<file path="config.mk">
export PLATFORM = sky130hd
export DESIGN_NAME = cgra_config_loader_flat
export DESIGN_NICKNAME = d
export VERILOG_FILES = /design/src/rtl/cgra_config_loader_if.sv /design/src/rtl/cgra_config_loader.sv /design/src/flat_wrapper.sv
export SDC_FILE = /design/constraint.sdc
export NUM_CORES = 1
export LEC_CHECK = 0
export ABC_AREA = 1
export CAP_MARGIN = 20
export CORE_AREA = 8 8 94 96
export CTS_BUF_LIST = sky130_fd_sc_hd__clkbuf_4
export DETAILED_ROUTE_END_ITERATION = 10
export DIE_AREA = 0 0 102 104
export PLACE_DENSITY = 0.88
export SLEW_MARGIN = 15
export SYNTH_ARGS = -nofsm -noshare
export SYNTH_HDL_FRONTEND = slang
export SYNTH_SLANG_ARGS = --single-unit
</file>
<file path="constraint.sdc">
create_clock -name clk -period 2.55 [get_ports clk]
set_input_delay 0.51 -clock clk [delete_from_list [all_inputs] [get_ports clk]]
set_output_delay 0.51 -clock clk [all_outputs]
set_load 0.03 [all_outputs]
</file>
<file path="src/rtl/cgra_config_loader_if.sv">
// ---------------------------------------------------------------------------
// cgra_config_loader_if
//   Upstream configuration-word channel feeding the CGRA config loader.
//
//   Handshake: the source drives in_valid together with a stable word; the
//   word transfers in any cycle where in_valid=1 and in_stop=0 at the rising
//   clock edge. While in_stop=1 the source must hold in_valid and every field
//   unchanged; the word is not consumed.
//
//   Signals (master = word source, slave = loader):
//     in_valid    word present
//     in_stop     loader refuses the word this cycle
//     in_row      target PE row
//     in_col      target PE column
//     in_src1/2   operand source selects
//     in_out_mask output neighbour mask
//     in_op       opcode
//     in_const    constant operand
//     in_ctx      context index
// ---------------------------------------------------------------------------
interface cgra_config_loader_if #(
  parameter int ROW_W  = 2,
  parameter int COL_W  = 2,
  parameter int SRC_W  = 3,
  parameter int MASK_W = 4,
  parameter int OP_W   = 4,
  parameter int DATA_W = 32,
  parameter int CTX_W  = 3
);
  logic              in_valid;
  logic              in_stop;
  logic [ROW_W-1:0]  in_row;
  logic [COL_W-1:0]  in_col;
  logic [SRC_W-1:0]  in_src1;
  logic [SRC_W-1:0]  in_src2;
  logic [MASK_W-1:0] in_out_mask;
  logic [OP_W-1:0]   in_op;
  logic [DATA_W-1:0] in_const;
  logic [CTX_W-1:0]  in_ctx;

  modport master (
    output in_valid, in_row, in_col, in_src1, in_src2,
           in_out_mask, in_op, in_const, in_ctx,
    input  in_stop
  );

  modport slave (
    input  in_valid, in_row, in_col, in_src1, in_src2,
           in_out_mask, in_op, in_const, in_ctx,
    output in_stop
  );
endinterface

</file>
<file path="src/rtl/cgra_config_loader.sv">
// ---------------------------------------------------------------------------
// cgra_config_loader
//   Streams a counted sequence of configuration words from an upstream
//   channel into the CGRA configuration port, then pulses start_exec.
//   Each accepted word is range-checked (row, column, context); a bad word
//   stops the load in a sticky ERROR state until the next load_start.
//
//   Ports:
//     clk, reset_n            clock, asynchronous active-low reset
//     load_start              begin a load (only honoured in IDLE/DONE/ERROR)
//     num_entries             words to load (0 goes straight to START)
//     context_max_id          highest legal context index for this load
//     up                      upstream word channel (slave side)
//     config_*                registered word fields toward the PE array
//     write_config_data       one-cycle write strobe for config_*
//     start_exec              one-cycle execution start pulse
//     mapping_context_max_id  latched context_max_id
//     loaded_count            words written so far in this load
//     busy / done / error     status
//     state_dbg               current FSM state
// ---------------------------------------------------------------------------
module cgra_config_loader #(
  parameter int PE_ROW_SIZE             = 4,
  parameter int PE_COLUMN_SIZE          = 4,
  parameter int NEIGHBOR_PE_NUM         = 4,
  parameter int DATA_WIDTH              = 32,
  parameter int OPERATION_BIT_LENGTH    = 4,
  parameter int INPUT_NUM_BIT_LENGTH    = 3,
  parameter int CONTEXT_SIZE_BIT_LENGTH = 3,
  parameter int ENTRY_COUNT_WIDTH       = 8,
  localparam int ROW_W = (PE_ROW_SIZE    > 1) ? $clog2(PE_ROW_SIZE)    : 1,
  localparam int COL_W = (PE_COLUMN_SIZE > 1) ? $clog2(PE_COLUMN_SIZE) : 1
) (
  input  logic                               clk,
  input  logic                               reset_n,
  input  logic                               load_start,
  input  logic [ENTRY_COUNT_WIDTH-1:0]       num_entries,
  input  logic [CONTEXT_SIZE_BIT_LENGTH-1:0] context_max_id,
  cgra_config_loader_if.slave                up,
  output logic [ROW_W-1:0]                   config_PE_row_index,
  output logic [COL_W-1:0]                   config_PE_column_index,
  output logic [INPUT_NUM_BIT_LENGTH-1:0]    config_input_PE_index_1,
  output logic [INPUT_NUM_BIT_LENGTH-1:0]    config_input_PE_index_2,
  output logic [NEIGHBOR_PE_NUM-1:0]         config_output_PE_index,
  output logic [OPERATION_BIT_LENGTH-1:0]    config_op,
  output logic [DATA_WIDTH-1:0]              config_const_data,
  output logic [CONTEXT_SIZE_BIT_LENGTH-1:0] config_index,
  output logic                               write_config_data,
  output logic                               start_exec,
  output logic [CONTEXT_SIZE_BIT_LENGTH-1:0] mapping_context_max_id,
  output logic [ENTRY_COUNT_WIDTH-1:0]       loaded_count,
  output logic                               busy,
  output logic                               done,
  output logic                               error,
  output logic [2:0]                         state_dbg
);

  localparam logic [2:0] S_IDLE  = 3'd0;
  localparam logic [2:0] S_LOAD  = 3'd1;
  localparam logic [2:0] S_FLUSH = 3'd2;
  localparam logic [2:0] S_START = 3'd3;
  localparam logic [2:0] S_DONE  = 3'd4;
  localparam logic [2:0] S_ERROR = 3'd5;

  logic [2:0]                   state;
  logic [ENTRY_COUNT_WIDTH-1:0] num_q;
  logic                         take;
  logic                         word_ok;
  logic                         last_word;

  // The channel is only open in LOAD, so in_stop doubles as "not loading".
  assign up.in_stop = (state != S_LOAD);
  assign take       = (state == S_LOAD) && up.in_valid;

  // Non-power-of-two array sizes leave field codes that address no PE.
  assign word_ok = (int'(up.in_row) < PE_ROW_SIZE) &&
                   (int'(up.in_col) < PE_COLUMN_SIZE) &&
                   (up.in_ctx <= mapping_context_max_id);

  // LOAD is only entered with num_q > 0 and the count stops at num_q, so
  // this increment never overflows.
  assign last_word = (loaded_count + ENTRY_COUNT_WIDTH'(1)) == num_q;

  assign busy       = (state == S_LOAD) || (state == S_FLUSH) || (state == S_START);
  assign done       = (state == S_DONE);
  assign start_exec = (state == S_START);
  assign state_dbg  = state;

  always_ff @(posedge clk or negedge reset_n) begin
    if (!reset_n) begin
      state                   <= S_IDLE;
      num_q                   <= '0;
      loaded_count            <= '0;
      mapping_context_max_id  <= '0;
      error                   <= 1'b0;
      write_config_data       <= 1'b0;
      config_PE_row_index     <= '0;
      config_PE_column_index  <= '0;
      config_input_PE_index_1 <= '0;
      config_input_PE_index_2 <= '0;
      config_output_PE_index  <= '0;
      config_op               <= '0;
      config_const_data       <= '0;
      config_index            <= '0;
    end else begin
      write_config_data <= 1'b0;
      case (state)
        S_IDLE, S_DONE, S_ERROR: begin
          if (load_start) begin
            num_q                  <= num_entries;
            mapping_context_max_id <= context_max_id;
            loaded_count           <= '0;
            error                  <= 1'b0;
            state                  <= (num_entries != '0) ? S_LOAD : S_START;
          end
        end
        S_LOAD: begin
          if (take) begin
            if (word_ok) begin
              config_PE_row_index     <= up.in_row;
              config_PE_column_index  <= up.in_col;
              config_input_PE_index_1 <= up.in_src1;
              config_input_PE_index_2 <= up.in_src2;
              config_output_PE_index  <= up.in_out_mask;
              config_op               <= up.in_op;
              config_const_data       <= up.in_const;
              config_index            <= up.in_ctx;
              write_config_data       <= 1'b1;
              loaded_count            <= loaded_count + ENTRY_COUNT_WIDTH'(1);
              if (last_word) begin
                state <= S_FLUSH;
              end
            end else begin
              state <= S_ERROR;
              error <= 1'b1;
            end
          end
        end
        // FLUSH covers the cycle in which the final strobe is on the port.
        S_FLUSH: state <= S_START;
        S_START: state <= S_DONE;
        default: state <= S_IDLE;
      endcase
    end
  end

endmodule

</file>
<file path="src/flat_wrapper.sv">
// flat-port wrapper written by rule: the top's interface ports become plain ports
module cgra_config_loader_flat 
#(
  parameter int PE_ROW_SIZE             = 4,
  parameter int PE_COLUMN_SIZE          = 4,
  parameter int NEIGHBOR_PE_NUM         = 4,
  parameter int DATA_WIDTH              = 32,
  parameter int OPERATION_BIT_LENGTH    = 4,
  parameter int INPUT_NUM_BIT_LENGTH    = 3,
  parameter int CONTEXT_SIZE_BIT_LENGTH = 3,
  parameter int ENTRY_COUNT_WIDTH       = 8,
  localparam int ROW_W = (PE_ROW_SIZE    > 1) ? $clog2(PE_ROW_SIZE)    : 1,
  localparam int COL_W = (PE_COLUMN_SIZE > 1) ? $clog2(PE_COLUMN_SIZE) : 1
)
  (clk, reset_n, load_start, num_entries, context_max_id, config_PE_row_index, config_PE_column_index, config_input_PE_index_1, config_input_PE_index_2, config_output_PE_index, config_op, config_const_data, config_index, write_config_data, start_exec, mapping_context_max_id, loaded_count, busy, done, error, state_dbg, up_in_valid, up_in_row, up_in_col, up_in_src1, up_in_src2, up_in_out_mask, up_in_op, up_in_const, up_in_ctx, up_in_stop);
  cgra_config_loader_if #(.ROW_W((2)), .COL_W((2)), .SRC_W((3)), .MASK_W((4)), .OP_W((4)), .DATA_W((32)), .CTX_W((3))) up_i ();
  input  logic clk;
  input  logic reset_n;
  input  logic load_start;
  input  logic [ENTRY_COUNT_WIDTH-1:0] num_entries;
  input  logic [CONTEXT_SIZE_BIT_LENGTH-1:0] context_max_id;
  output logic [ROW_W-1:0] config_PE_row_index;
  output logic [COL_W-1:0] config_PE_column_index;
  output logic [INPUT_NUM_BIT_LENGTH-1:0] config_input_PE_index_1;
  output logic [INPUT_NUM_BIT_LENGTH-1:0] config_input_PE_index_2;
  output logic [NEIGHBOR_PE_NUM-1:0] config_output_PE_index;
  output logic [OPERATION_BIT_LENGTH-1:0] config_op;
  output logic [DATA_WIDTH-1:0] config_const_data;
  output logic [CONTEXT_SIZE_BIT_LENGTH-1:0] config_index;
  output logic write_config_data;
  output logic start_exec;
  output logic [CONTEXT_SIZE_BIT_LENGTH-1:0] mapping_context_max_id;
  output logic [ENTRY_COUNT_WIDTH-1:0] loaded_count;
  output logic busy;
  output logic done;
  output logic error;
  output logic [2:0] state_dbg;
  input wire logic [$bits(up_i.in_valid)-1:0] up_in_valid;
  input wire logic [$bits(up_i.in_row)-1:0] up_in_row;
  input wire logic [$bits(up_i.in_col)-1:0] up_in_col;
  input wire logic [$bits(up_i.in_src1)-1:0] up_in_src1;
  input wire logic [$bits(up_i.in_src2)-1:0] up_in_src2;
  input wire logic [$bits(up_i.in_out_mask)-1:0] up_in_out_mask;
  input wire logic [$bits(up_i.in_op)-1:0] up_in_op;
  input wire logic [$bits(up_i.in_const)-1:0] up_in_const;
  input wire logic [$bits(up_i.in_ctx)-1:0] up_in_ctx;
  output wire logic [$bits(up_i.in_stop)-1:0] up_in_stop;
  assign up_i.in_valid = up_in_valid;
  assign up_i.in_row = up_in_row;
  assign up_i.in_col = up_in_col;
  assign up_i.in_src1 = up_in_src1;
  assign up_i.in_src2 = up_in_src2;
  assign up_i.in_out_mask = up_in_out_mask;
  assign up_i.in_op = up_in_op;
  assign up_i.in_const = up_in_const;
  assign up_i.in_ctx = up_in_ctx;
  assign up_in_stop = up_i.in_stop;
  cgra_config_loader #(.PE_ROW_SIZE(PE_ROW_SIZE), .PE_COLUMN_SIZE(PE_COLUMN_SIZE), .NEIGHBOR_PE_NUM(NEIGHBOR_PE_NUM), .DATA_WIDTH(DATA_WIDTH), .OPERATION_BIT_LENGTH(OPERATION_BIT_LENGTH), .INPUT_NUM_BIT_LENGTH(INPUT_NUM_BIT_LENGTH), .CONTEXT_SIZE_BIT_LENGTH(CONTEXT_SIZE_BIT_LENGTH), .ENTRY_COUNT_WIDTH(ENTRY_COUNT_WIDTH)) u_core (.clk(clk), .reset_n(reset_n), .load_start(load_start), .num_entries(num_entries), .context_max_id(context_max_id), .up(up_i), .config_PE_row_index(config_PE_row_index), .config_PE_column_index(config_PE_column_index), .config_input_PE_index_1(config_input_PE_index_1), .config_input_PE_index_2(config_input_PE_index_2), .config_output_PE_index(config_output_PE_index), .config_op(config_op), .config_const_data(config_const_data), .config_index(config_index), .write_config_data(write_config_data), .start_exec(start_exec), .mapping_context_max_id(mapping_context_max_id), .loaded_count(loaded_count), .busy(busy), .done(done), .error(error), .state_dbg(state_dbg));
endmodule
</file>
==> run summary <==
Vias post-DR = 3,220
Vias in the first global route = 3,394
Core Area = 7447 um2
H-tree levels = 3
Seq cells post-synth = 77
Type of element launching the critical path = flop
Register-to-register setup slack = 0.63 ns
PortBufs = 140
Post-DP HPWL = 7.509 mm
Clock network power share = 12.5%
Critical Path End Type = output port
Arrival time worst endpoint = 1.95 ns
Multi-input gate area = 1282 um2
WS Path Type = reg2out
Status = completed
Sw frac = 45.24%
Die H = 104 um
CP Data Required Time = 2.04 ns
Design Area, Final = 5045 um2
Clk slew on worst S/H paths = 0.12 ns
Met2 Use GR = 30.79%
Final setup violation count = 0
CTS tree = yes
Max-Cap Viols = 0
Die area = 10,610 um2
Synth warnings = 0
Cell variety after synth = 29
Placed Area = 4893 um2
Critical Path Fanout Max = 5
GRT overflow = 0
Worst-Margin Slew = 0.9549 ns
WL/cell = 14.79 um
Net Switching = 0.002918 W
Comb pwr share = 55.2%
Headroom to the max-slew limit = 36.34%
Total power = 0.006448 W
Leakage Power = 2.467 nW
Largest net degree at the start of global routing = 78
First DRT Iteration DRCs = 112
Antenna cells = 0
First-pass GRT wire length = 16.44 mm
Clock Sinks = 77
Final worst path period need = 2.462 ns
Post-CTS Resized = 0
RSZ-0062 raised after global routing = no
Min-delay worst type = in2async
Filler cells = 626
Syn Inst Count = 414
Max Clk Rate = 406.2 MHz
P&R area growth vs syn = 47.31%
FF-to-FF Start = u_core.loaded_count[0]
Register area = 1927 um2
Post-synthesis net count = 486
Std-Cell Rows = 32
FF-to-FF End = u_core.state_dbg[0]
I/O pin count = 141
Die Wd = 102 um
Setup_tns = 0 ns
Peak supply drop = 0.6943 mV
CTS buffer count = 9
FFs w/ async S/R, synth = 100.0%
Mean post-synth cell area = 8.272 um2
Worst Reg-to-Reg Cells = 13
Hold-fix buffers, CTS = 0
Most common cell after layout, fill and taps aside = nand2_1
Post-CTS Setup Bufs = 0
Final hold vios = 0
GR Util met1 = 22.45%
Max-slew violation count = 0
Skew final = 0.01719 ns
Commonest cells after routing, fill and taps aside = nand2_1 (222), clkdlybuf4s50_1 (139), dfrtp_1 (77), inv_1 (23), nand3_1 (20)
GPL Wtd Cong = 0.8477
DRC = 0
Worst setup startpoint = u_core.state_dbg[1]
Root Driver = clkbuf_4
Final nets = 630
Initial antenna violation count = 0
Initial Util = 45.98%
GR peak layer = met2
Total length of routed wires = 9.821 mm
Layout cell share with drive strength beyond 1 = 5.160%
Most used flip-flop cell after synthesis = dfrtp_1
GR Util met3 = 7.430%
Sequential power share = 32.2%
Pwr Density = 1278 nW/um2
Longest Clk Path Bufs = 2
Pre-Repair DR Iteration Count = 4
Vias/cell = 4.849
Post-synth EDFFs = 0
Period utilization = 96.55%
Internal power = 0.003531 W
Cell Area, Synth = 3425 um2
Clock Latency Late Sink = 0.41 ns
GRT Util Overall = 19.35%
Sequential element share of the synthesized area = 56.27%
ANT nets after route = 0
-- through the flow --
| stage | std cells | setup slack, ns | hold slack (ns) | util [%] |
|---|---|---|---|---|
| after floorplan | 414 | 0.6827 | 0.2144 | - |
| after global placement | 649 | 0.1358 | 0.4600 | 65.71 |
| after detailed placement | 649 | 0.07980 | 0.4640 | 65.71 |
| after CTS | 664 | 0.07854 | 0.2539 | 67.74 |
| after global routing | 664 | 0.02106 | 0.3003 | 67.74 |
| final | 664 | 0.08806 | 0.2178 | 67.74 |
-- state kept, by name, indices dropped and copies added, names as in the netlist --
register and count:
u_core.config_output_PE_index 4, u_core.write_config_data 1, u_core.config_PE_column_index 2, u_core.num_q 8, u_core.config_input_PE_index_1 3, u_core.config_op 4, u_core.config_PE_row_index 2, u_core.error 1
u_core.config_index 3, u_core.state_dbg 3, u_core.config_const_data 32, u_core.loaded_count 8, u_core.config_input_PE_index_2 3, u_core.mapping_context_max_id 3
-- logic make-up after synthesis --
logic type	synth area share [%]
adder cells (fa/ha/maj)	1.462
AND/OR/NAND/NOR	31.46
buffers and inverters	6.284
XOR/XNOR	0.5116
AO/OA/AOI/OAI	4.019
flip-flops	56.27
-- synth_stat cells, types with 2 or more instances --
library cell	count	area (um2)
dfrtp_1	77	1927
nor4_1	2	12.51
nor2_1	13	48.80
ha_1	4	50.05
nand2_1	222	833.3
a21oi_1	2	10.01
nand3_1	20	100.1
nand3b_1	2	15.01
inv_2	4	15.01
o21ai_0	13	65.06
inv_1	23	86.33
o21ai_1	3	15.01
o22ai_1	4	25.02
buf_6	8	90.09
clkbuf_1	2	7.510
buf_2	2	10.01
-- cell type report --
cell class	count	share of cell area (%)
clock buffer	10	1.488
clock inverter	5	1.513
inverter	28	2.133
multi-input combinational	297	25.42
sequential	77	38.19
tap	102	2.530
timing repair buffer	145	28.72
-- worst max-delay path: stages (launching register included) --
cell and delay (ns):
dfrtp_1 0.54, inv_1 0.15, a21oi_1 0.16, clkdlybuf4s50_1 0.69
-- worst max-delay path by stage --
| stage | end | depth (start not counted) |
|---|---|---|
| final | busy | 3 |
| after global routing | start_exec | 3 |
| after CTS | busy | 3 |
| after detailed placement | u_core.config_input_PE_index_2[1] | 12 |
| after global placement | u_core.loaded_count[1] | 12 |
| after floorplan | done | 1 |
-- metal layers --
metal,part of all wire (%),wire [um]
met1,40,3927
met2,48,4735
met3,9.6,941
met4,2.2,217
met5,0,0
-- power groups by stage --
stage	sequential, W	clock (W)	combinational (W)
2_1_floorplan	0.00296	0	0.00127
3_3_place_gp	0.00208	0	0.00351
3_5_place_dp	0.00210	0	0.00360
4_1_cts	0.00208	0.000834	0.00361
5_1_grt	0.00214	0.000883	0.00389
6_report	0.00208	0.000808	0.00356
(Power assumes the default switching activity.)
